### src/rtl/uart_tx_fifo.sv
// UART transmitter with configurable framing and a small input FIFO.
// Queued words are sent back-to-back with no idle gap between frames.
module uart_tx_fifo #(
  parameter int CLK_FREQ    = 100000000,
  parameter int BAUD_RATE   = 19200,
  parameter int DATA_BITS   = 8,
  parameter int PARITY_MODE = 0,
  parameter int STOP_BITS   = 1,
  parameter int FIFO_DEPTH  = 4
) (
  input  logic                          clk,
  input  logic                          rst_n,
  input  logic                          din_valid,
  input  logic [DATA_BITS-1:0]          din,
  output logic                          din_ready,
  output logic                          tx_out,
  output logic                          busy,
  output logic [$clog2(FIFO_DEPTH):0]   fifo_count
);

  localparam int BIT_CYCLES = CLK_FREQ / BAUD_RATE;
  localparam int TW = $clog2(BIT_CYCLES);
  localparam int AW = $clog2(FIFO_DEPTH);
  localparam int CW = AW + 1;

  localparam logic [TW-1:0] T_LAST = TW'(BIT_CYCLES - 1);
  localparam logic [CW-1:0] C_FULL = CW'(FIFO_DEPTH);
  localparam logic [3:0] D_LAST = 4'(DATA_BITS - 1);
  localparam logic [3:0] S_LAST = 4'(STOP_BITS - 1);

  typedef enum logic [2:0] {
    IDLE,
    START,
    DATA,
    PARITY,
    STOP
  } state_t;

  state_t               state_q, state_d;
  logic [DATA_BITS-1:0] mem_q [FIFO_DEPTH];
  logic [AW-1:0]        wptr_q, wptr_d;
  logic [AW-1:0]        rptr_q, rptr_d;
  logic [CW-1:0]        cnt_q, cnt_d;
  logic [DATA_BITS-1:0] shreg_q, shreg_d;
  logic                 par_q, par_d;
  logic [3:0]           bitcnt_q, bitcnt_d;
  logic [TW-1:0]        timer_q, timer_d;
  logic                 tx_q, tx_d;

  logic                 full;
  logic                 empty;
  logic                 push;
  logic                 pop;
  logic                 tick;
  logic [DATA_BITS-1:0] head;

  assign full  = (cnt_q == C_FULL);
  assign empty = (cnt_q == '0);
  assign push  = din_valid && !full;
  assign tick  = (timer_q == T_LAST);
  assign head  = mem_q[rptr_q];

  assign din_ready  = !full;
  assign tx_out     = tx_q;
  assign fifo_count = cnt_q;
  assign busy       = (state_q != IDLE) || !empty;

  always_comb begin
    state_d  = state_q;
    shreg_d  = shreg_q;
    par_d    = par_q;
    bitcnt_d = bitcnt_q;
    pop      = 1'b0;
    if (state_q == IDLE || tick) begin
      timer_d = '0;
    end else begin
      timer_d = timer_q + 1'b1;
    end
    unique case (state_q)
      IDLE: begin
        if (!empty) begin
          pop     = 1'b1;
          state_d = START;
        end
      end
      START: begin
        if (tick) begin
          state_d  = DATA;
          bitcnt_d = '0;
        end
      end
      DATA: begin
        if (tick) begin
          shreg_d = shreg_q >> 1;
          if (bitcnt_q == D_LAST) begin
            bitcnt_d = '0;
            state_d  = (PARITY_MODE != 0) ? PARITY : STOP;
          end else begin
            bitcnt_d = bitcnt_q + 1'b1;
          end
        end
      end
      PARITY: begin
        if (tick) begin
          state_d  = STOP;
          bitcnt_d = '0;
        end
      end
      STOP: begin
        if (tick) begin
          if (bitcnt_q == S_LAST) begin
            bitcnt_d = '0;
            if (!empty) begin
              pop     = 1'b1;
              state_d = START;
            end else begin
              state_d = IDLE;
            end
          end else begin
            bitcnt_d = bitcnt_q + 1'b1;
          end
        end
      end
      default: state_d = IDLE;
    endcase
    if (pop) begin
      shreg_d = head;
      par_d   = (PARITY_MODE == 2) ? ~^head : ^head;
    end
  end

  // Line level follows the next state so tx_out is a plain flop output.
  always_comb begin
    tx_d = 1'b1;
    unique case (state_d)
      IDLE:    tx_d = 1'b1;
      START:   tx_d = 1'b0;
      DATA:    tx_d = shreg_d[0];
      PARITY:  tx_d = par_d;
      STOP:    tx_d = 1'b1;
      default: tx_d = 1'b1;
    endcase
  end

  always_comb begin
    wptr_d = push ? wptr_q + 1'b1 : wptr_q;
    rptr_d = pop  ? rptr_q + 1'b1 : rptr_q;
    cnt_d  = cnt_q;
    if (push && !pop) begin
      cnt_d = cnt_q + 1'b1;
    end else if (pop && !push) begin
      cnt_d = cnt_q - 1'b1;
    end
  end

  always_ff @(posedge clk) begin
    if (push) begin
      mem_q[wptr_q] <= din;
    end
  end

  always_ff @(posedge clk or negedge rst_n) begin
    if (!rst_n) begin
      state_q  <= IDLE;
      wptr_q   <= '0;
      rptr_q   <= '0;
      cnt_q    <= '0;
      shreg_q  <= '0;
      par_q    <= 1'b0;
      bitcnt_q <= '0;
      timer_q  <= '0;
      tx_q     <= 1'b1;
    end else begin
      state_q  <= state_d;
      wptr_q   <= wptr_d;
      rptr_q   <= rptr_d;
      cnt_q    <= cnt_d;
      shreg_q  <= shreg_d;
      par_q    <= par_d;
      bitcnt_q <= bitcnt_d;
      timer_q  <= timer_d;
      tx_q     <= tx_d;
    end
  end

endmodule

### config.mk
export PLATFORM = sky130hd
export DESIGN_NAME = uart_tx_fifo
export DESIGN_NICKNAME = d
export VERILOG_FILES = /design/src/rtl/uart_tx_fifo.sv
export SDC_FILE = /design/constraint.sdc
export NUM_CORES = 1
export LEC_CHECK = 0
export CAP_MARGIN = 20
export CORE_MARGIN = 2
export CORE_UTILIZATION = 55
export CTS_BUF_LIST = sky130_fd_sc_hd__clkbuf_4 sky130_fd_sc_hd__clkbuf_8 sky130_fd_sc_hd__clkbuf_16
export DETAILED_ROUTE_END_ITERATION = 12
export GPL_TIMING_DRIVEN = 0
export PLACE_DENSITY = 0.79
export SLEW_MARGIN = 25
export SYNTH_ARGS = -nofsm -noshare
export SYNTH_HDL_FRONTEND = slang
export SYNTH_SLANG_ARGS = --single-unit
### constraint.sdc
create_clock -name clk -period 3.6 [get_ports clk]
set_input_delay 0.72 -clock clk [delete_from_list [all_inputs] [get_ports clk]]
set_output_delay 0.72 -clock clk [all_outputs]
set_load 0.01 [all_outputs]
Word-level counts from Yosys, hierarchy flattened. Memories as Yosys holds them, arrays and structs flattened. Index checks and enable logic that the tools add are counted.

Bits in registers: 37. Memory bits (writable): 32. Input bits: 11. Output and inout port bits: 6. Word-level logic and storage cells: 80. Memories: 1.

Add/subtract/negate cells: 6. Eq/ne operators: 13. Multiplexer cells: 29. Reductions and logical operators: 21.

Memory list: mem_q (words 4, width 8, rd ports 1, clocked after memory_dff 0, write ports 1, RTL line 40) `logic [DATA_BITS-1:0] mem_q [FIFO_DEPTH];`.

Operators with widths (count): $mux W3 (9); $mux W8 (3); $mux W4 (5); $pmux W3 S5 (1); $add A13 B1 Y13 const B (1); $eq A13 B13 Y1 const B (1); $mux W13 (1); $eq A3 B2 Y1 const B (4); $pmux W4 S3 (1); $reduce_xor A8 Y1 (1); $mux W1 (7); $eq A3 B1 Y1 const B (2); $eq A3 B3 Y1 const B (2); $logic_not A3 Y1 (2); $reduce_bool A2 Y1 (3); $reduce_bool A3 Y1 (2); $add A2 B1 Y2 const B (2); $add A4 B1 Y4 const B (1); $eq A4 B3 Y1 const B (1); $logic_not A1 Y1 (4); $logic_not A4 Y1 (1); $ne A2 B2 Y1 const B (2); $reduce_and A4 Y1 (1); $add A3 B1 Y3 const B (1); 8 further kinds (11).

Depth between registers and ports, before layout.
Depth after elaboration: 8. Depth in mapped cells: 12. Gate-level depth less buffers: 12.

Worst setup path after synthesis. OpenSTA, ideal clock, no wires.

Path kind: register to register. Start point: register timer_q[0]. End point: register cnt_q[1], in the netlist fifo_count[1]. Setup time: 0.125 ns. Arrival: 2.481 ns. Required time: 3.475 ns. Setup slack: 0.995 ns. Stages on the path, launching flop included: 10. Path buffers: 0. Period minus slack after synthesis: 2.605 ns. Cell sequence: dfrtp_1 > ha_1 > and4bb_1 > a41oi_1 > nor4_4 > inv_1 > ha_1 > inv_1 > fa_1 > mux2_2.

Cells in the longest elaborated chain, start to end: 6. Elaborated cells between the ends (all ways): 8. Those cells by class: eq/ne (1); mux (3); reduce/logical (4).

Ends and longest elaborated chain: from (decl) (RTL line 47) `logic [TW-1:0] timer_q, timer_d;`; from (signal assigned) (RTL line 181) `timer_q <= timer_d;`; $eq A13 B13 Y1 (RTL line 60) `assign tick = (timer_q == T_LAST);`; $mux W1 (RTL line 110) `if (tick) begin`; $pmux W1 S2 (RTL line 79) `unique case (state_q)`; $logic_not A1 Y1 (RTL line 149) `if (push && !pop) begin`; $logic_and A1 B1 Y1 (RTL line 149); $mux W3 (RTL line 149); via cnt_d[1] (RTL line 43) `logic [CW-1:0] cnt_q, cnt_d;`; to (signal assigned) (RTL line 177) `cnt_q <= cnt_d;`; to (decl) (RTL line 43).

The timed path passes the listed nets, and every way through them passes these cells. A chain may end at the register's enable or synchronous reset.

Worst setup path after layout. Same ends and word-level chain as after synthesis.

==> flow_summary_export.csv <==
group,metric,value,unit
final_layout,fin_nets,287,
synth,yosysSeqAreaShare,59.3,%
sta,drv_slew,0,
floorplanning,rows,27,
drt,via_per_inst,5.47,
cts,clkSlewWorstSetupHoldPaths,80,ps
final_layout,num-fill-cells,409,
critical_path,crit_required,3830,ps
floorplanning,die_y,80.1,um
final_layout,antenna_cells,0,
synth,synth_top_area_share,30.2,%
critical_path,crit_chain,"ha_1, and4bb_1, a41oi_1, nor4_4, inv_1, ha_1, inv_1, fa_1, mux2_2",
cts,clkLatencyLatePin,340,ps
critical_path,cp_max_fo,10,
final_layout,multi_input_area,1190,um^2
power_and_ir_drop,p_int,1480,uW
global_routing,grt_max_degree,27,
sta,hold_ws,251,ps
critical_path,arrival,3170,ps
synth,syn_area,3180,um^2
drt,firstDrtPassIters,4,
critical_path,reg2reg_slack,660,ps
floorplanning,die_w,80.1,um
synth,yosysTopAreaCell,"edfxtp_1",
placement,gp_congestion,0.780,
final_layout,final_util,66.2,%
sta,finalCriticalPeriod,2940,ps
critical_path,reg2regPathDepth,9,
critical_path,cpPeakStageDelay,550,ps
synth,yosys.cell_count.top_type,"dfrtp_1",
hold_path,worstHoldPathType,"in -> async",
synth,synth_common_cells,"dfrtp_1, edfxtp_1, nor2_1, xnor2_1, nand2_1",
synth,syn_avg_cell_area,13.3,um^2
power_and_ir_drop,power,2010,uW
cts,cts_root_buf,"clkbuf_8",
floorplanning,io_pins,17,
critical_path,crit_path_end_kind,"flop",
global_routing,grt_pass1_wl,8840,um
cts,cts_buffer_depth,2,
placement,dp_hpwl,3580,um
synth,netlist_instances,239,
final_layout,areaGrowthSynthToFinish,15.3,%
floorplanning,dieArea,6410,um^2
synth,synth_seq_cells,69,
power_and_ir_drop,power.leakage,0.00144,uW
final_layout,seq_area,1890,um^2
cts,clkSinkCount,69,
synth,synthFlopType,"dfrtp_1",
synth,async_flop_share,53.6,%
sta,hold_violations,0,
power_and_ir_drop,cellPowerDensity,547,nW/um^2
critical_path,cp-start-kind,"flop",
sta,maxSlewHeadroom,60.9,%
synth,syn_nets,259,
global_routing,grt_pass1_vias,1878,
sta,max_freq,341,MHz
placement,dpl_cell_area,3450,um^2
floorplanning,coreArea,5540,um^2
critical_path,r2r_end,"fifo_count[1]",
global_routing,gr-usage-all-layers,18.7,%
synth,synth_edf_count,32,
drt,finalWirelength,5160,um
cts,cts_tree,"built",
power_and_ir_drop,comb_power_share,16.3,%
power_and_ir_drop,switching_share,26.1,%
synth,ys_types,50,
placement,port-buffer-count,16,
final_layout,final_design_area_no_fill,3670,um^2
drt,num_vias,1880,
drt,drt_iter0_drc,82,
critical_path,crit_buf_inv,2,
sta,worst_pin_slew,582,ps
cts,post_cts_buffers,0,
sta,rsz0062_at_grt,"no",
sta,setup_viol_count_final,0,
power_and_ir_drop,p_seq_share,49.0,%
power_and_ir_drop,peakVddDrop,0.383,mV
global_routing,grt-ovfl-total,0,
sta,skew,7.16,ps
floorplanning,start_util,57.4,%
drt,ant_nets,0,
sta,fin_crit_sh,81.6,%
global_routing,grt_antenna_before_repair,0,
critical_path,cp_top_family,"adder cells",
synth,synth_area_leaders,"edfxtp_1, dfrtp_1, mux4_2",
critical_path,critPathSlowestCell,"nor4_4",
synth,yosys_warnings,0,
drt,avgRoutedWirePerCell,15.0,um
power_and_ir_drop,switchingPower,524,uW
power_and_ir_drop,clockPowerShare,34.7,%
cts,h-tree-depth,3,
outcome,status,"completed",
critical_path,r2r-start,"timer_q[0]",
cts,post_cts_resize_count,0,
sta,tns,0,ps
drt,drcViolationCount,0,
flow_run,max_cap_violations,0,
cts,cts_inserted_buffers,9,
final_layout,drive_gt1_share,14.0,%
cts,cts_hold_buf,0,
critical_path,path_class,"reg -> reg",
-- power groups by stage --
stage	combinational, uW	clock (uW)	sequential (uW)
2_1_floorplan	203	0	997
3_3_place_gp	319	0	995
3_5_place_dp	329	0	1000
4_1_cts	333	710	983
5_1_grt	366	755	994
6_report	327	697	982
-- worst reg2reg max path: stages, from the launching register on --
cell and delay [ps]:
dfrtp_1 410, ha_1 260, and4bb_1 260, a41oi_1 170, nor4_4 550, inv_1 180
ha_1 260, inv_1 80, fa_1 390, mux2_2 270
-- metal layers --
| metal | up-vias | GRT usage, % | part of all wire (%) | wire length [um] |
|---|---|---|---|---|
| met1 | 933 | 24.9 | 46 | 2350 |
| met5 | - | 0 | 0 | 0 |
| li1 | 921 | - | - | - |
| met2 | 24 | 29.1 | 51 | 2630 |
| met4 | 0 | 6.61 | 0.66 | 34 |
| met3 | 2 | 5.73 | 2.9 | 148 |
-- through the flow --
step	setup WS [ps]	instances
2_1_floorplan	995	239
3_3_place_gp	643	327
3_5_place_dp	667	328
4_1_cts	655	344
5_1_grt	448	344
6_report	664	344
-- state kept, by name (all words and copies together), names as in the netlist --
signal / flops
bitcnt_q: 4
wptr_q: 2
shreg_q: 8
mem_q: 32
tx_out: 1
par_q: 1
rptr_q: 2
fifo_count: 3
state_q: 3
timer_q: 13
-- kinds of logic after synthesis --
group	share of synthesized area [%]
mux	7.27
fa+ha+maj	3.78
simple gates	13.1
buf+inv	3.30
xor+xnor	6.61
flops	59.3
compound gates	6.57
-- how the worst max path moves through the flow --
stage                start            end  slack [ps]  depth (start not counted)
2_1_floorplan   timer_q[0]  fifo_count[1]         990                          9
3_3_place_gp   bitcnt_q[0]  fifo_count[1]         640                         10
3_5_place_dp    timer_q[0]  fifo_count[1]         670                          9
4_1_cts         timer_q[0]  fifo_count[1]         650                          9
5_1_grt        bitcnt_q[0]  fifo_count[1]         450                         10
6_report        timer_q[0]  fifo_count[1]         660                          9
-- area by class of cell --
cell class | count | share of cell area, %
Clock inverter | 7 | 2.66
Sequential cell | 69 | 51.5
Timing Repair Buffer | 17 | 4.77
Inverter | 11 | 1.13
Multi-Input combinational cell | 152 | 32.4
Tap cell | 72 | 2.46
Buffer | 7 | 1.74
Clock buffer | 9 | 3.38
-- layout by cell type, fill, tap and decap left out, drive strengths merged, types with 5 or more instances in the layout --
cell,count
nand3,10
inv,12
and3,5
a21o,5
clkdlybuf4s50,15
nor2,19
clkbuf,11
buf,7
nand2,15
ha,8
xnor2,16
o21ai,11
edfxtp,32
xor2,8
dfrtp,36
mux4,8
No activity file was read; power rests on OpenSTA's default activity.
==> RTL edit 1: new RTL, same flow settings <==
The parameter `FIFO_DEPTH` goes from 4 to 8.
--- a/src/rtl/uart_tx_fifo.sv
+++ b/src/rtl/uart_tx_fifo.sv
@@ -7,5 +7,5 @@
   parameter int PARITY_MODE = 0,
   parameter int STOP_BITS   = 1,
-  parameter int FIFO_DEPTH  = 4
+  parameter int FIFO_DEPTH  = 8
 ) (
   input  logic                          clk,
Ports: changed (resized fifo_count); port bits go from 17 to 18. The function was not compared with the original's and may differ.
==> RTL edit 1 against the original RTL <==
- power is 34% higher
- clock power increased by 8.0%
- critical endpoint is now fifo_count[3]
- area after synthesis rose by 43%
- sequential cell count is 35 higher
- global-route usage increased by 0.74 points
- highest routed layer unchanged
- count of clock-buffer cells in the layout is the same
- non-clock buffer count is 6 higher
- critical path depth rose by 5
- wire length increased by 50%
- worst setup slack worse by 410 ps
- final area increased by 39%
- combinational power increased by 31%
- clock skew is 0.73 ps higher
==> RTL edit 1: results (changes against the original RTL) <==
status=completed; vias in the first global route=2545 (+36%); GR Util All Layers=19.4% (+0.74 points); routing usage on met2=31.8% (+2.7 points); worst min path class=input port to asynchronous set/reset pin; DP Wirelength=5.33 mm (+49%); Post-synth ARST share=38.5% (-15 points); met3 WL=234 um (+58%); port bufs=17 (+1); worst vdd ir=379 uV (-0.92%); pwr dens=530 nW/um^2 (-3.1%); syn nets=325 (+25%); Num CTS Buffers=9 (unchanged); clock-pin transition on the worst setup and hold timing paths=100 ps (+20 ps); number of synthesized flops with an enable pin=64 (+100%); largest net degree at the start of global routing=28 (+3.7%); part of the Yosys area used for sequential elements=64.3% (+5.0 points); synth cell count leaders=64 x edfxtp_1, 39 x dfrtp_1, 22 x nor2_1; Placer Congestion=0.761 (-2.5%); dominant cells by area after synthesis=edfxtp_1 42%, dfrtp_1 21%, mux4_2 7.9%; Pleak=0.00190 uW (+32%); post-synth top area cell=edfxtp_1; vias per cell=5.62 (+2.9%); Bufs on Longest Clock Path=2 (unchanged); met3 usage=2.87% (-2.9 points); top sig layer=met4; comb pwr=429 uW (+31%); first-pass iteration count of the detailed router=4 (unchanged); drt total wl=7.73 mm (+50%); largest registers=mem_q (64), timer_q (13), shreg_q (8); max FFs per register=64 (+100%); Reg-to-Reg Start=bitcnt_q[1]; sequential power=1520 uW (+55%); post-synthesis mux area share=11.9% (+4.7 points); wl on met1=3.49 mm (+48%); Max transition margin=37.6% (-23 points); Synth Area in Adders=2.64% (-1.1 points); Worst setup SP type=register; Synth cell types=47 (-6.0%); First DRT Iteration DRCs=152 (+85%); xor/xnor share of the synthesized area=4.62% (-2.0 points); later-pin clock latency in the skew report=360 ps (+20 ps); fillers=610 (+49%); clk_skew=7.89 ps (+0.733 ps); Max FO, Critical Path=10 (unchanged); metal2 WL=3.92 mm (+49%); met1 Use GR=26.4% (+1.5 points); Reg with most FFs=mem_q; Synth Warn #=0 (unchanged); internal power=1970 uW (+33%); Synth Area in Compound Gates=4.16% (-2.4 points); initial antenna violation count=0 (unchanged); fraction of layout cells with a size suffix above 1=16.8% (+2.8 points); crit path DAT=3600 ps (+430 ps); fin nets=355 (+24%); first-pass GRT wire length=12.9 mm (+46%); Root Driver=clkbuf_8
-- RTL edit 1: changes by cell type after synthesis, moves of 4 or more --
cell,change
mux2_2,+5
mux4_2,+8
o21ai_0,+7
edfxtp_1,+32
a21o_1,-4
inv_1,-5
clkbuf_1,+4
mux2i_1,+6
nand2b_1,+4
-- RTL edit 1: per-stage QoR --
step                      setup WS, ps  instance area (um^2)  std cells
after floorplan                    459                  4550        305
after global placement             229                  4850        427
after detailed placement           214                  4870        428
after CTS                          200                  5080        444
after global routing              10.9                  5090        445
final                              252                  5090        445
-- RTL edit 1: area by class of cell --
cell class                 count  share of cell area [%]
clock buffer                   9                    2.43
clock inverter                 7                    1.62
sequential                   104                    57.5
tap                          105                    2.58
buffer                        11                    1.23
timing repair buffer          19                    3.79
multi-input combinational    184                    30.4
inverter                       6                   0.442
-- RTL edit 1: repair_timing --
action | 4_1_cts | 5_1_grt
resized for setup | 0 | 2
setup endpoints to repair | 0 | 1
buffers inserted | 0 | 1
endpoints found under the hold margin | 0 | 0
-- RTL edit 1: final timing paths --
check	to	depth (start not counted)	slack [ps]
hold reg to reg	bitcnt_q[3]	1	500
setup reg to reg	fifo_count[3]	14	250
hold / removal	fifo_count[2]	1	250
setup / recovery	fifo_count[3]	14	250
max in group asynchronous	tx_out	2	2820
min in group clk	bitcnt_q[3]	1	500
-- RTL edit 1: critical path: stages (launching register included) --
cell,delay (ps)
dfrtp_1,420
inv_1,70
ha_1,140
or3b_2,470
or2_1,240
a2111o_1,450
buf_2,210
ha_1,220
inv_1,110
ha_1,240
a21o_1,170
a21oi_1,160
xnor2_1,130
nor2_1,60
xor2_1,140
==> RTL edit 2: new RTL, same flow settings <==
Made on the original files. Encoding of `state_t`: now Gray code (3 bits for 5 states).
--- a/src/rtl/uart_tx_fifo.sv
+++ b/src/rtl/uart_tx_fifo.sv
@@ -30,9 +30,9 @@
 
   typedef enum logic [2:0] {
-    IDLE,
-    START,
-    DATA,
-    PARITY,
-    STOP
+    IDLE   = 3'b000,
+    START  = 3'b001,
+    DATA   = 3'b011,
+    PARITY = 3'b010,
+    STOP   = 3'b110
   } state_t;
 
Check against the original RTL: same outputs for any inputs over 10 cycles, from zero or initial values and one cycle with rst_n low; not proved beyond that.
==> RTL edit 2 against the original RTL <==
- global-route usage is 1.0 points lower
- sequential cell count stayed put
- sequential share of layout area up 0.53 points
- largest cell class unchanged
- wire length is 2.8% lower
- maximum frequency is 7.5% lower
- cell count rose by 1.2%
- power fell by 3.3%
- area after synthesis is 0.59% lower
- worst setup slack worse by 240 ps
- sequential power about the same
- critical path type unchanged
- final area is 1.0% lower
==> RTL edit 2: results (changes against the original RTL) <==
Reg2Reg Capture Point=fifo_count[1]; fillers=428 (+4.6%); Post-synth ARST share=53.6% (unchanged); commonest non-fill, non-tap cell in the layout=dfrtp_1; initial antenna violation count=0 (unchanged); GR Util All Layers=17.7% (-1.0 points); Placer Congestion=0.796 (+2.0%); Pleak=0.00146 uW (+1.6%); worst vdd ir=403 uV (+5.4%); Root Driver=clkbuf_8; vias in the first global route=1787 (-4.8%); largest net degree at the start of global routing=29 (+7.4%); clock group share of total power=32.8% (-1.9 points); part of the Yosys area used for sequential elements=59.7% (+0.35 points); first-pass GRT wire length=8.36 mm (-5.5%); Routed WL per cell=14.4 um (-3.9%); area share of the largest cell type after synthesis=30.4% (+0.18 points); crit path max-delay cell type=nor2_1; delay-heaviest family, CP=simple AND/OR/NAND/NOR gates; switching part of the total=26.6% (+0.52 points); dominant cells by area after synthesis=edfxtp_1 30%, dfrtp_1 28%, mux4_2 5.7%; Synth Area in Compound Gates=7.75% (+1.2 points); Comb pwr share=16.5% (+0.2 points); syn nets=263 (+1.5%); Slowest Stage Delay on Critical Path=470 ps (-80 ps); xor/xnor share of the synthesized area=6.65% (+0.039 points); post-synthesis mux area share=7.63% (+0.36 points); Least-Margin Pin Slew=581 ps (-1.57 ps); R2R setup slack=430 ps (-240 ps); Reg-to-Reg Start=timer_q[8]; Synth Area in Adders=3.80% (+0.022 points); First DRT Iteration DRCs=139 (+70%); Synth cell types=45 (-10%); Num CTS Buffers=9 (unchanged); status=completed; synth cell count leaders=36 x dfrtp_1, 32 x edfxtp_1, 20 x nor2_1; clk_skew=7.54 ps (+0.383 ps); fin nets=291 (+1.4%); depth of the most critical reg-to-reg path=11 (+2); fraction of layout cells with a size suffix above 1=13.0% (-0.93 points); DP Wirelength=3.55 mm (-0.74%); clock-pin transition on the worst setup and hold timing paths=80 ps (about the same); first-pass iteration count of the detailed router=4 (unchanged); via count=1903 (+1.2%)
[RTL edit 2: layer usage]
| layer | vias up | share of wire [%] | track usage [%] |
|---|---|---|---|
| li1 | 934 | - | - |
| met1 | 933 | 49 | 25.0 |
| met2 | 27 | 46 | 25.7 |
| met3 | 9 | 3.2 | 4.19 |
| met4 | 0 | 1.7 | 8.64 |
| met5 | - | 0 | 0 |
[RTL edit 2: through the flow]
step	total power (uW)	area [um^2]	hold slack, ps	setup WS (ps)	cells
after floorplan	1200	3160	424	809	243
after global placement	1310	3410	464	445	331
after detailed placement	1330	3430	467	437	332
after CTS	1960	3630	227	423	348
after global routing	2040	3630	236	122	348
final	1940	3630	234	426	348
[RTL edit 2: final cells by class]
type	count	area [um^2]	share of cell area [%]
clock buffers	10	131	3.62
plain buffers	9	51.3	1.41
inverters	10	37.5	1.03
multi-input cells	155	1190	32.7
well taps	72	90.1	2.48
clock inverters	6	71.3	1.96
repair buffers	17	175	4.82
flip-flops and latches	69	1890	52.0
